===== config.mk =====
export PLATFORM = sky130hd
export DESIGN_NAME = reg_access_initiator
export DESIGN_NICKNAME = d
export VERILOG_FILES = /design/src/rtl/reg_access_pkg.sv /design/src/rtl/reg_access_initiator_txn_timer.sv /design/src/rtl/reg_access_initiator.sv
export SDC_FILE = /design/constraint.sdc
export NUM_CORES = 1
export LEC_CHECK = 0
export BUFFER_PORTS_ARGS = -buffer_cell sky130_fd_sc_hd__buf_4
export CAP_MARGIN = 20
export CORE_UTILIZATION = 42
export CTS_CLUSTER_DIAMETER = 150
export DETAILED_ROUTE_END_ITERATION = 8
export MAX_ROUTING_LAYER = met4
export PLACE_DENSITY = 0.78
export REMOVE_ABC_BUFFERS = 1
export SYNTH_ARGS = -nofsm -noshare
export SYNTH_HDL_FRONTEND = slang
export SYNTH_SLANG_ARGS = --single-unit

===== constraint.sdc =====
create_clock -name i_clk -period 2.74 [get_ports i_clk]
set_input_delay 0.137 -clock i_clk [delete_from_list [all_inputs] [get_ports i_clk]]
set_output_delay 0.137 -clock i_clk [all_outputs]
set_load 0.02 [all_outputs]

===== src/rtl/reg_access_pkg.sv =====
// Shared types and constants for the register-access initiator.
// Holds the FSM state type, default widths and the read/write opcode encoding.
package reg_access_pkg;

    localparam int unsigned DEF_DATA_WIDTH     = 32;
    localparam int unsigned DEF_ADDR_WIDTH     = 32;
    localparam int unsigned DEF_TIMEOUT_CYCLES = 16;

    localparam logic OP_READ  = 1'b0;
    localparam logic OP_WRITE = 1'b1;

    typedef enum logic [1:0] {
        IDLE    = 2'd0,
        ISSUE   = 2'd1,
        WAIT_RD = 2'd2,
        RESP    = 2'd3
    } state_e;

    // Register accesses must be word aligned.
    function automatic logic is_misaligned(input logic [1:0] addr_lsbs);
        return (addr_lsbs != 2'b00);
    endfunction

endpackage


===== src/rtl/reg_access_initiator_txn_timer.sv =====
// Transaction watchdog: counts ISSUE/WAIT_RD cycles and flags the cycle
// in which the count reaches TIMEOUT_CYCLES.
module txn_timer
    import reg_access_pkg::*;
#(
    parameter int unsigned TIMEOUT_CYCLES = DEF_TIMEOUT_CYCLES
) (
    input  logic clk_i,
    input  logic rstn_i,
    input  logic clear_i,
    input  logic en_i,
    output logic expired_o
);

    localparam int unsigned CW = $clog2(TIMEOUT_CYCLES + 1);

    logic [CW-1:0] cnt_q;
    logic [CW-1:0] cnt_d;

    // Next count: clear wins, then saturating increment while enabled.
    always_comb begin
        cnt_d = cnt_q;
        if (clear_i) begin
            cnt_d = '0;
        end else if (en_i && (cnt_q != CW'(TIMEOUT_CYCLES))) begin
            cnt_d = cnt_q + CW'(1);
        end else begin
            cnt_d = cnt_q;
        end
    end

    // Counter register.
    always_ff @(posedge clk_i) begin
        if (!rstn_i) begin
            cnt_q <= '0;
        end else begin
            cnt_q <= cnt_d;
        end
    end

    assign expired_o = en_i && (cnt_q == CW'(TIMEOUT_CYCLES - 1));

endmodule


===== src/rtl/reg_access_initiator.sv =====
// Host-command to register-file bridge, one transaction in flight at a time.
// Optional watchdog abort enabled by defining REG_ACCESS_TIMEOUT_EN.
module reg_access_initiator
    import reg_access_pkg::*;
#(
    parameter int unsigned DATA_WIDTH     = DEF_DATA_WIDTH,
    parameter int unsigned ADDR_WIDTH     = DEF_ADDR_WIDTH,
    parameter int unsigned TIMEOUT_CYCLES = DEF_TIMEOUT_CYCLES
) (
    input  logic                  i_clk,
    input  logic                  i_rstn,
    input  logic                  cmd_valid,
    output logic                  cmd_ready,
    input  logic                  cmd_rd0_wr1,
    input  logic [ADDR_WIDTH-1:0] cmd_addr,
    input  logic [DATA_WIDTH-1:0] cmd_wr_data,
    output logic                  rsp_valid,
    input  logic                  rsp_ready,
    output logic [DATA_WIDTH-1:0] rsp_rd_data,
    output logic                  rsp_err,
    output logic                  mst_o_valid,
    output logic [ADDR_WIDTH-1:0] mst_o_addr,
    output logic [DATA_WIDTH-1:0] mst_o_wr_data,
    output logic                  mst_o_rd0_wr1,
    input  logic                  mst_i_ready,
    input  logic [DATA_WIDTH-1:0] mst_i_read_data,
    input  logic                  mst_i_rd_valid
);

    state_e                state_q, state_d;
    logic                  cmd_ready_q, cmd_ready_d;
    logic                  mst_valid_q, mst_valid_d;
    logic [ADDR_WIDTH-1:0] addr_q, addr_d;
    logic [DATA_WIDTH-1:0] wdata_q, wdata_d;
    logic                  op_q, op_d;
    logic                  rsp_valid_q, rsp_valid_d;
    logic [DATA_WIDTH-1:0] rsp_data_q, rsp_data_d;
    logic                  rsp_err_q, rsp_err_d;
    logic                  timeout_s;

`ifdef REG_ACCESS_TIMEOUT_EN
    logic timer_clear_s;
    logic timer_en_s;

    assign timer_clear_s = (state_q == IDLE) && (state_d == ISSUE);
    assign timer_en_s    = (state_q == ISSUE) || (state_q == WAIT_RD);

    txn_timer #(
        .TIMEOUT_CYCLES (TIMEOUT_CYCLES)
    ) u_txn_timer (
        .clk_i     (i_clk),
        .rstn_i    (i_rstn),
        .clear_i   (timer_clear_s),
        .en_i      (timer_en_s),
        .expired_o (timeout_s)
    );
`else
    logic timeout_unused_s;

    assign timeout_unused_s = (TIMEOUT_CYCLES > 0);
    assign timeout_s        = 1'b0;
`endif

    // Next-state and next-output decode; a handshake or rd_valid beats a timeout.
    always_comb begin
        state_d    = state_q;
        addr_d     = addr_q;
        wdata_d    = wdata_q;
        op_d       = op_q;
        rsp_data_d = rsp_data_q;
        rsp_err_d  = rsp_err_q;
        case (state_q)
            IDLE: begin
                if (cmd_valid && cmd_ready_q) begin
                    addr_d     = cmd_addr;
                    wdata_d    = cmd_wr_data;
                    op_d       = cmd_rd0_wr1;
                    rsp_data_d = '0;
                    rsp_err_d  = is_misaligned(cmd_addr[1:0]);
                    state_d    = is_misaligned(cmd_addr[1:0]) ? RESP : ISSUE;
                end else begin
                    state_d = IDLE;
                end
            end
            ISSUE: begin
                if (mst_i_ready) begin
                    case (op_q)
                        OP_WRITE: state_d = RESP;
                        OP_READ:  state_d = WAIT_RD;
                        default:  state_d = RESP;
                    endcase
                end else if (timeout_s) begin
                    rsp_err_d = 1'b1;
                    state_d   = RESP;
                end else begin
                    state_d = ISSUE;
                end
            end
            WAIT_RD: begin
                if (mst_i_rd_valid) begin
                    rsp_data_d = mst_i_read_data;
                    state_d    = RESP;
                end else if (timeout_s) begin
                    rsp_data_d = '0;
                    rsp_err_d  = 1'b1;
                    state_d    = RESP;
                end else begin
                    state_d = WAIT_RD;
                end
            end
            RESP: begin
                if (rsp_ready) begin
                    state_d = IDLE;
                end else begin
                    state_d = RESP;
                end
            end
            default: begin
                state_d = IDLE;
            end
        endcase
        cmd_ready_d = (state_d == IDLE);
        mst_valid_d = (state_d == ISSUE);
        rsp_valid_d = (state_d == RESP);
    end

    // State and registered outputs.
    always_ff @(posedge i_clk) begin
        if (!i_rstn) begin
            state_q     <= IDLE;
            cmd_ready_q <= 1'b0;
            mst_valid_q <= 1'b0;
            addr_q      <= '0;
            wdata_q     <= '0;
            op_q        <= 1'b0;
            rsp_valid_q <= 1'b0;
            rsp_data_q  <= '0;
            rsp_err_q   <= 1'b0;
        end else begin
            state_q     <= state_d;
            cmd_ready_q <= cmd_ready_d;
            mst_valid_q <= mst_valid_d;
            addr_q      <= addr_d;
            wdata_q     <= wdata_d;
            op_q        <= op_d;
            rsp_valid_q <= rsp_valid_d;
            rsp_data_q  <= rsp_data_d;
            rsp_err_q   <= rsp_err_d;
        end
    end

    assign cmd_ready     = cmd_ready_q;
    assign mst_o_valid   = mst_valid_q;
    assign mst_o_addr    = addr_q;
    assign mst_o_wr_data = wdata_q;
    assign mst_o_rd0_wr1 = op_q;
    assign rsp_valid     = rsp_valid_q;
    assign rsp_rd_data   = rsp_data_q;
    assign rsp_err       = rsp_err_q;

endmodule


# Word level (Yosys, flattened, before mapping)
# Index checks and enable logic that the tools add are counted.
# classes
n_eq_ne	7
mux	10
bitwise_logic	1
n_reduce_logical	7
# op_table
operator	count
32-bit two-way mux	2
32-bit one-hot mux with 2 select lines	1
2-bit two-way mux	4
2-bit one-hot mux with 4 select lines	1
2-bit == test, second input constant	3
2-bit by 1-bit == test with 1-bit output, second input constant	2
2-bit logical NOT	2
2-bit != test, second input constant	2
2-bit one-hot mux with 2 select lines	1
2-bit nonzero test	2
3-bit AND reduction	1
2-bit AND reduction	1
1-bit logical AND	1
1-bit two-way mux	1
1-bit inverter	1
# totals
ff_bits	103
output_inout_bits	101
elab_cells	34

# Depth between registers and ports, before layout
# logic_depth
ltp_word	5
depth_mapped	6
ltp_nobuf	3

# Worst setup path before layout
# OpenSTA, ideal clock, no wires.
# synth_path
kind	reg2reg
startpoint	reg op_q (netlist: mst_o_rd0_wr1)
endpoint	reg mst_valid_q (netlist: mst_o_valid)
setup_ns	0.122
arrival_ns	1.243
path_slack_ns	1.375
path_stages_with_launch	4
period_less_slack_ns	1.365
path_cell_list	dfxtp_1 > or3b_1 > and3_1 > o311a_1
# synth_between
elab_chain_cells	5
# synth_lines
item	line_no	source
start, declared	reg_access_initiator.sv:35	logic op_q, op_d;
start signal, assigned	reg_access_initiator.sv:145	op_q <= op_d;
1-bit inverter	reg_access_initiator.sv:87	case (op_q)
2-bit one-hot mux with 2 select lines *	reg_access_initiator.sv:87	
2-bit two-way mux *	reg_access_initiator.sv:86	if (mst_i_ready) begin
2-bit one-hot mux with 4 select lines *	reg_access_initiator.sv:72	case (state_q)
2-bit by 1-bit == test with 1-bit output *	reg_access_initiator.sv:123	mst_valid_d = (state_d == ISSUE);
end signal, assigned	reg_access_initiator.sv:142	mst_valid_q <= mst_valid_d;
end, declared	reg_access_initiator.sv:32	logic mst_valid_q, mst_valid_d;
# Mark *: on every way between the ends. The rest lies on a longest branch, timed or not. The select of a mux whose other input is x is not followed.
# A chain may end at the register's enable or synchronous reset.

# Final worst setup path
# layout_path
startpoint	reg state_q[1]
endpoint	reg addr_q[16] (netlist: mst_o_addr[16])
# layout_between
elab_chain_cells	2
# layout_lines
item	line_no	source
start, declared	reg_access_initiator.sv:30	state_e state_q, state_d;
start signal, assigned	reg_access_initiator.sv:140	state_q <= state_d;
2-bit logical NOT	reg_access_initiator.sv:72	
2-bit AND reduction (no source line)	-	
end signal, assigned	reg_access_initiator.sv:143	addr_q <= addr_d;
end, declared	reg_access_initiator.sv:33	logic [ADDR_WIDTH-1:0] addr_q, addr_d;
# No other way between the ends.

==> impl.org <==
** STA
- In the finished design, the share of the clock period the worst path needs comes to 74.6%.
- Headroom to the max-slew limit came out at 50.5%.
- Total count of max-transition violations in the final report :: 0
- Final hold vios :: 0
- Setup repair after global routing left no endpoint under its margin.
- Highest clock rate :: 0.489 GHz
- The routed design could run at a clock period as short as 2.04 ns.
- Setup Total Neg Slack :: 0 ns
- For the pin with the worst max-slew slack, the measured transition is 0.743 ns.
- Setup violations remaining at the end of the flow were counted as 0.
- Largest clock skew in the final design :: 0.00911 ns

** CTS
- Worst-case clock buffer depth :: 2
- At the later pin of the worst-skew pair, clock insertion delay measures 0.35 ns.
- Clock edge transition at the registers on the reported setup and hold paths :: 0.10 ns
- Buffer cell driving the clock tree root :: clkbuf_8
- Once the clock tree was built, the resizer swapped 0 gates to a different size.
- TritonCTS clock tree :: done
- # hold bufs at CTS :: 0
- Number of clock buffers inserted by TritonCTS :: 9
- H-tree Lvls :: 3
- Clock net sink count :: 103
- Once the clock tree was built, the setup fixing pass inserted 0 buffers.

** Final layout
- Area Growth Syn to Fin :: 46.1%
- Leaving out filler cells and counting taps, the final layout contains 747.
- Leaving out fill and tap cells, the most frequent cell in the layout is buf_4.
- The repair_antennas step left the layout with diodes totalling 0.
- After filler insertion, the fill cell instance count of the layout stands at 750.
- The top cell types in the final layout, fill and taps aside, are 208 x buf_4, 195 x nand2_1, 103 x dfxtp_1.
- In the final design database the tool counted 738 nets.
- Share of final-layout standard cells stronger than drive strength 1 :: 35.8%

** Min path
- Cells on Worst Hold Path :: 3
- Worst Hold Class :: primary input to flip-flop
- In this run the most critical hold path is launched from cmd_wr_data[8].

** Critical path
- For the worst setup path, the data required time is 3.01 ns.
- Startpoint type of the worst setup path :: flip-flop
- The worst register-to-register path has a depth of 4.
- By startpoint and endpoint, the worst setup path is classified as flip-flop to flip-flop.
- Endpoint type of the worst setup path :: flip-flop
- Data arrival at the endpoint of the critical path :: 2.32 ns
- In this run the register-to-register setup slack is 0.70 ns.
- Worst Setup SP :: state_q[1]$_SDFF_PN0_
- Along the worst path, the maximum fanout reaches 40.
- Startpoint of the worst register-to-register path :: state_q[1]$_SDFF_PN0_

** Yosys
- Cell taking the most area after synthesis :: dfxtp_1
- Netlist Area Pre-Place :: 0.00380 sq mm
- In this run, synthesis produced a sequential element count of 103.
- In the synthesized netlist, the number of instances is 449.
- Of the synthesized area, sequential elements account for 54.3%.
- Dominant cells by area after synthesis :: dfxtp_1 54%, nand2_1 19%, a21oi_1 8.8%
- Mean post-synth cell area :: 8.46 sq um
- During synthesis, Yosys emitted a total of 0 warnings.
- Library cells used by synthesis :: 23
- Of the post-synthesis cell area, the dominant cell type holds 54.3%.

** Routing
- For this run, design rule violations remaining after detail routing come to 0.
- After detailed routing, the total wire length is 10200 um.
- Total number of vias :: 3632
- The first TritonRoute pass finished after 4 iterations.
- For this block, the initial DRC count from the detailed router was 126.
- In the routed layout, each cell is associated on average with a via count of 4.86.
- ANT nets after route :: 0
- Detailed-route wire length per cell :: 13.6 um

** Floorplan
- Die Span Y :: 97.1 um
- Starting Density :: 43.5%
- Core Rows :: 34
- The die is 97.1 um wide.
- Total Die Area :: 0.00943 sq mm
- Area of the core :: 0.00872 sq mm
- For this design the top-level I/O count stands at 204.

** Global route
- GRT Total Usage :: 21.6%
- Antenna violations before repair :: 0
- Global route total overflow :: 0
- First-pass GRT wire length :: 16200 um
- Via count of the first global-routing pass :: 3447
- Largest net degree at the start of global routing :: 43

** Place
- Routability congestion estimate :: 0.828
- Placed cell count :: 732
- Number of I/O port buffers :: 203
- Detailed placement finished with a half-perimeter wire length of 7440 um.

** Power and ir drop
- Total power per unit cell area :: 648 mW/mm^2
- VDD sags by at most 0.000339 V.
- In this run the static leakage power is 2.56 nW.

** Job
- Max cap viols :: 0

** Outcome
- The flow ran to the end, and the final reports show no timing, DRC or antenna violations.
==> kinds of logic (layout without fill, tap and decap cells) <==
| kind of cell | after synthesis | in the layout | share of synthesized area, % |
|---|---|---|---|
| AOI/OAI and AO/OA | 74 | 74 | 10.4 |
| buffers and inverters | 34 | 224 | 5.11 |
| DFF | 103 | 103 | 54.3 |
| muxes | 32 | 32 | 8.43 |
| and+or+nand+nor | 206 | 206 | 21.8 |
==> final timing paths <==
kind                                                        to
worst min register to register  mst_o_wr_data[30]$_SDFFE_PN0P_
worst max-delay path               mst_o_addr[16]$_SDFFE_PN0P_
worst min-delay path             mst_o_wr_data[8]$_SDFFE_PN0P_
worst max register to register     mst_o_addr[16]$_SDFFE_PN0P_
==> metal layers <==
metal / up-vias / share of wire, % / GRT usage (%)
li1: 1819 / - / -
met1: 1667 / 40 / 23.9
met2: 118 / 52 / 37.5
met3: 28 / 4.1 / 3.74
met4: 0 / 3.8 / 11.0
met5: - / 0 / -
==> worst max-delay path, cell delays in order (launching register included) <==
cell and delay, ns:
dfxtp_1 0.38, and4bb_2 0.82, buf_4 0.50, nand2_1 0.12
a21oi_1 0.15
==> stage by stage <==
step | power, mW | hold WS, ns | util (%) | setup WS (ns) | instance area (sq um)
after floorplan | 2.17 | 0.268 | - | 0.0714 | 3610
after global placement | 2.55 | 0.382 | 61.0 | 0.758 | 5320
after detailed placement | 2.57 | 0.392 | 61.0 | 0.698 | 5320
after CTS | 3.63 | 0.00907 | 63.6 | 0.680 | 5550
after global routing | 3.75 | 0.00843 | 63.6 | 0.531 | 5550
final | 3.59 | 0.0304 | 63.6 | 0.695 | 5550
==> power breakdown <==
group | switching [mW] | total (mW) | internal (mW)
Sequential | 0.0659 | 1.68 | 1.61
Combinational | 0.477 | 0.852 | 0.375
Clock | 0.500 | 1.07 | 0.565
==> sequential cells by signal (all words and copies together), names as in the netlist <==
signal	flops
mst_o_addr	32
mst_o_wr_data	32
rsp_rd_data	32
state_q	2
cmd_ready	1
mst_o_rd0_wr1	1
mst_o_valid	1
rsp_err	1
rsp_valid	1
==> layout make-up <==
cell class                      instances  area [sq um]  area share [%]
Clock buffer                           11           151            2.73
Clock inverter                          4          77.6            1.40
Inverter                                1          3.75          0.0676
Multi-Input combinational cell        312          1560            28.1
Sequential cell                       103          2060            37.2
Tap cell                              108           135            2.44
Timing Repair Buffer                  208          1560            28.1
==> Yosys cell counts (all sizes together) <==
library cell,n
o311a,1
nor2,3
and3b,2
and3,2
dfxtp,103
inv,1
a31o,1
mux2i,32
clkbuf,12
o31ai,1
nand2,195
or3b,1
buf,21
nor3,1
and4bb,1
o21ai,2
a21oi,67
o211ai,1
nand4bb,1
a311oi,1
Note: power is estimated with default switching activity, not from simulation.
